$ cat src/rtl/serial_frame_pkg.sv
// serial_frame_pkg: shared FSM state type and default frame width
package serial_frame_pkg;
  localparam int DATA_W_DEF = 8;
  typedef enum logic [1:0] {
    IDLE   = 2'b00,
    SHIFT  = 2'b01,
    COMMIT = 2'b10
  } state_t;
endpackage

$ cat src/rtl/serial_frame_receiver_frame_out_reg.sv
// frame_out_reg: output holding register with valid/ready handshake and sticky overrun flag
module frame_out_reg
  import serial_frame_pkg::*;
#(
  parameter int DATA_W = DATA_W_DEF
) (
  input  logic              clk_i,
  input  logic              rst_i,
  input  logic              commit_i,
  input  logic [DATA_W-1:0] data_i,
  input  logic              byte_ready_i,
  input  logic              err_clr_i,
  output logic [DATA_W-1:0] byte_o,
  output logic              byte_valid_o,
  output logic              overrun_o
);
  logic drop;
  logic consume;
  assign consume = byte_valid_o && byte_ready_i;
  assign drop    = commit_i && byte_valid_o && !byte_ready_i;
  // load a committed frame unless the previous one is still unconsumed; a new overrun beats a clear
  always_ff @(posedge clk_i or posedge rst_i)
    if (rst_i) begin
      byte_o       <= '0;
      byte_valid_o <= 1'b0;
      overrun_o    <= 1'b0;
    end else begin
      if (commit_i && !drop) begin
        byte_o       <= data_i;
        byte_valid_o <= 1'b1;
      end else if (consume) begin
        byte_valid_o <= 1'b0;
      end
      overrun_o <= drop ? 1'b1 : (err_clr_i ? 1'b0 : overrun_o);
    end
endmodule

$ cat src/rtl/serial_frame_receiver.sv
// serial_frame_receiver: LSB-first serial frame deserializer with error detection; FRAME_CNT_EN adds frame_cnt_o
module serial_frame_receiver
  import serial_frame_pkg::*;
#(
  parameter int DATA_W = DATA_W_DEF
) (
  input  logic              clk_i,
  input  logic              rst_i,
  input  logic              en_i,
  input  logic              new_data_i,
  input  logic              done_shifting_i,
  input  logic              data_i,
  input  logic              byte_ready_i,
  input  logic              err_clr_i,
  output logic [DATA_W-1:0] byte_o,
  output logic              byte_valid_o,
  output logic              frame_err_o,
  output logic              overrun_o,
`ifdef FRAME_CNT_EN
  output logic [7:0]        frame_cnt_o,
`endif
  output logic [1:0]        current_state_o
);
  localparam int CW = $clog2(DATA_W + 1);
  state_t            state;
  logic [DATA_W-1:0] sreg;
  logic [CW-1:0]     cnt;
  logic [DATA_W-1:0] shifted;
  logic              commit;
  logic              restart;
  assign shifted         = {data_i, sreg[DATA_W-1:1]};
  assign commit          = en_i && state == COMMIT && done_shifting_i;
  assign restart         = !done_shifting_i && new_data_i;
  assign current_state_o = state;
  // frame FSM and shifter; every step waits on en_i except recovery from the unused encoding
  always_ff @(posedge clk_i or posedge rst_i)
    if (rst_i) begin
      state       <= IDLE;
      sreg        <= '0;
      cnt         <= '0;
      frame_err_o <= 1'b0;
    end else begin
      frame_err_o <= 1'b0;
      case (state)
        IDLE:
          if (en_i && new_data_i) begin
            sreg  <= shifted;
            cnt   <= CW'(1);
            state <= SHIFT;
          end
        SHIFT:
          if (en_i) begin
            if (new_data_i) begin
              frame_err_o <= 1'b1;
              sreg        <= shifted;
              cnt         <= CW'(1);
            end else if (done_shifting_i) begin
              frame_err_o <= 1'b1;
              cnt         <= '0;
              state       <= IDLE;
            end else begin
              sreg  <= shifted;
              cnt   <= cnt + CW'(1);
              state <= (cnt == CW'(DATA_W - 1)) ? COMMIT : SHIFT;
            end
          end
        COMMIT:
          if (en_i) begin
            frame_err_o <= !done_shifting_i;
            cnt         <= restart ? CW'(1) : '0;
            sreg        <= restart ? shifted : sreg;
            state       <= restart ? SHIFT : IDLE;
          end
        default: begin
          state <= IDLE;
          cnt   <= '0;
        end
      endcase
    end
`ifdef FRAME_CNT_EN
  // counts every completed frame, including those dropped by an overrun
  always_ff @(posedge clk_i or posedge rst_i)
    if (rst_i) frame_cnt_o <= '0;
    else if (commit) frame_cnt_o <= frame_cnt_o + 8'd1;
`endif
  frame_out_reg #(.DATA_W(DATA_W)) u_out (
    .clk_i       (clk_i),
    .rst_i       (rst_i),
    .commit_i    (commit),
    .data_i      (sreg),
    .byte_ready_i(byte_ready_i),
    .err_clr_i   (err_clr_i),
    .byte_o      (byte_o),
    .byte_valid_o(byte_valid_o),
    .overrun_o   (overrun_o)
  );
endmodule

$ cat config.mk
export PLATFORM = sky130hd
export DESIGN_NAME = serial_frame_receiver
export DESIGN_NICKNAME = d
export VERILOG_FILES = /design/src/rtl/serial_frame_pkg.sv /design/src/rtl/serial_frame_receiver_frame_out_reg.sv /design/src/rtl/serial_frame_receiver.sv
export SDC_FILE = /design/constraint.sdc
export NUM_CORES = 1
export LEC_CHECK = 0
export CAP_MARGIN = 10
export CORE_MARGIN = 5
export CORE_UTILIZATION = 35
export CTS_CLUSTER_DIAMETER = 100
export DETAILED_ROUTE_END_ITERATION = 10
export GPL_ROUTABILITY_DRIVEN = 0
export HOLD_SLACK_MARGIN = 0.1
export PLACE_DENSITY = 0.64
export SLEW_MARGIN = 20
export SYNTH_ARGS = -nofsm -noshare
export SYNTH_HDL_FRONTEND = slang
export SYNTH_SLANG_ARGS = --single-unit
$ cat constraint.sdc
create_clock -name clk_i -period 5.85 [get_ports clk_i]
set_clock_uncertainty 0.05 [all_clocks]
set_input_delay 1.17 -clock clk_i [delete_from_list [all_inputs] [get_ports clk_i]]
set_output_delay 1.17 -clock clk_i [all_outputs]
set_load 0.005 [all_outputs]
==> results.tsv <==
metric	value	unit
Post-synth EDFFs	0	
Clock Power Share	0.156	
Min-Delay Path Class	flop to flop	
Synth area leaders	dfrtp_1 (53%), mux2_2 (17%), ha_1 (6.4%)	
ys async rst share	1.000	
final period utilization	0.4804	
adder-cell area share of the yosys netlist	0.06383	
layout cells sized above 1	0.2000	
synth unique cells	25	
CP max FO	8	
post-place setup slack	2.683	ns
post-synth top area cell	dfrtp_1	
MaxCap Viol Count	0	
row cnt	21	
DRT Pass-1 Iters	4	
Internal	332.7	uW
Synth top area share	0.5319	
Worst VDD drop	0.1620	mV
post-synthesis cell area	1176	sq um
GR Util All Layers	0.1057	
Root Driver	clkbuf_4	
top_reg_cell synth	dfrtp_1	
DIE AREA	4620	sq um
critical path startpoint category	input port	
sw frac	0.3067	
Fmax achieved	0.3559	GHz
hold_buf cts	0	
final wirelength	2085	um
setup slack after layout	3.040	ns
final critical-path required period	2.810	ns
number of global-route vias before repair	810	
H-tree levels	1	
post-route non-filler standard cell count	166	
I/O pin total	21	
dpl hpwl	1605	um
post-synthesis cell count	98	
CP arrival	2.96	ns
post-CTS resize count	0	
clk sinks	25	
largest family of logic cells by synthesized area	multiplexers	
Comb pwr share	0.336	
RSZ-0062 raised after global routing	false	
storage element area	625.6	sq um
Synth Area in Simple Gates	0.1138	
core area	3284	sq um
Mapped Avg Cell Area	12.00	sq um
NetSw	147.2	uW
Final TNS setup	0	ns
Routed Antenna Nets	0	
post-synthesis mux area share	0.1809	
clk_lat worst skew	0.31	ns
Ys Warns	0	
cts bufs inserted	3	
final slew viol count	0	
Slew @ Worst Pin	0.9020	ns
register area share after synthesis	0.5319	
initial DRC count	32	
Worst slew margin	0.3980	
TritonCTS clock tree	done	
Final Hold Vio Count	0	
flops & latches, synth	25	
worst path required time	6.00	ns
Post-synth top cells	dfrtp_1 (25), mux2_2 (18), nand2_1 (8), ha_1 (6)	
largest net degree at the start of global routing	26	
Die H	67.97	um
final setup violation count	0	
syn_nets	112	
Worst-path clk slew	0.12	ns
gr ovfl total	0	
pwr dens	330.4	nW/um^2
Tot Pwr	479.9	uW
vias per inst	4.849	
Starting Density	0.3581	
status	completed	
Synth Area in Compound Gates	0.08723	
nature of the critical path endpoint	flop	
Filler Cell Count	306	
first-pass GRT wire length	3726	um
WS Path Type	input port to flop	
Seq pwr share	0.508	
postcts setup bufs	0	
leakage	0.6451	nW
initial antenna violation count	0	
drt wl/cell	12.56	um
XOR/XNOR Fraction of Synth Area	0	
DR vias	805	
Area growth, synth to finish	23.51	%
Die Wd	67.97	um
n_diodes	0	
Clock Tree Buf Depth	2	
IO Port Bufs	20	
area of the multi-input gates	524.3	sq um
placed insts	162	
most common cell in the synthesized netlist	dfrtp_1	
# nets final	135	
# DRC	0	
-- cells in the final DEF, fill, tap and decap left out, types with 2 or more instances in the layout --
| cell | Yosys | final |
|---|---|---|
| a21oi_1 | 3 | 3 |
| or2b_1 | 2 | 2 |
| dfrtp_1 | 25 | 25 |
| mux2_2 | 18 | 18 |
| inv_1 | 5 | 5 |
| ha_1 | 6 | 6 |
| nor3_1 | 3 | 3 |
| nand3_1 | 3 | 3 |
| nand2_1 | 8 | 8 |
| nor2b_1 | 2 | 2 |
| clkdlybuf4s50_1 | 0 | 20 |
| nor2_1 | 2 | 2 |
| a211oi_1 | 2 | 2 |
| o21ai_0 | 5 | 5 |
| clkbuf_4 | 0 | 3 |
| o22ai_1 | 2 | 2 |
-- kinds of logic after synthesis --
logic type	Yosys count
and+or+nand+nor	25
DFF	25
muxes	19
AOI/OAI and AO/OA	16
buffers and inverters	7
adders and majority gates	6
-- through the flow --
stage	util	hold WS (ns)	instance area, sq um
2_1_floorplan	-	0.4236	1176
3_3_place_gp	0.4343	0.4387	1426
3_5_place_dp	0.4343	0.4539	1426
4_1_cts	0.4423	0.4700	1453
5_1_grt	0.4423	0.4926	1453
6_report	0.4423	0.4669	1453
-- power groups by stage --
stage / registers (mW) / clock network (mW) / logic (mW)
floorplan: 0.238 / 0 / 0.124
global placement: 0.247 / 0 / 0.158
detailed placement: 0.248 / 0 / 0.163
CTS: 0.244 / 0.0779 / 0.164
global route: 0.252 / 0.0873 / 0.182
finish: 0.244 / 0.0747 / 0.161
-- worst max-delay path: stages --
cell and delay (ns):
clkdlybuf4s50_1 0.60, nand3_1 0.17, nor2b_1 0.60, mux2_2 0.42
-- final timing paths --
check / end / slack [ns] / startpoint / depth (start not counted)
max: u_out.byte_o[4]$_DFFE_PP0P_ / 3.04 / done_shifting_i / 4
min: cnt[3]$_DFFE_PP0P_ / 0.47 / cnt[3]$_DFFE_PP0P_ / 1
max reg2reg: u_out.byte_o[4]$_DFFE_PP0P_ / 3.68 / current_state_o[0]$_DFFE_PP0P_ / 5
min reg2reg: cnt[3]$_DFFE_PP0P_ / 0.47 / cnt[3]$_DFFE_PP0P_ / 1
max in group asynchronous: current_state_o[0]$_DFFE_PP0P_ / 3.91 / rst_i / 2
min in group asynchronous: u_out.byte_o[1]$_DFFE_PP0P_ / 1.28 / rst_i / 2
-- flip-flops by register name, indices dropped and copies added (netlist names) --
signal              count
cnt                     4
current_state_o         2
frame_err_o             1
sreg                    8
u_out.byte_o            8
u_out.byte_valid_o      1
u_out.overrun_o         1
-- per-layer routing --
layer  GRT usage  wire, um
met4     0.02978        40
met5           0         0
met3     0.03448       106
met2      0.1685      1003
met1      0.1370       934
-- final cells by class --
cell class / count / share of cell area
Sequential cell: 25 / 0.4307
Multi-Input combinational cell: 66 / 0.3609
Tap cell: 46 / 0.03962
Timing Repair Buffer: 20 / 0.1378
Clock buffer: 4 / 0.01809
Inverter: 5 / 0.01292
Note: power is estimated with default switching activity, not from simulation.
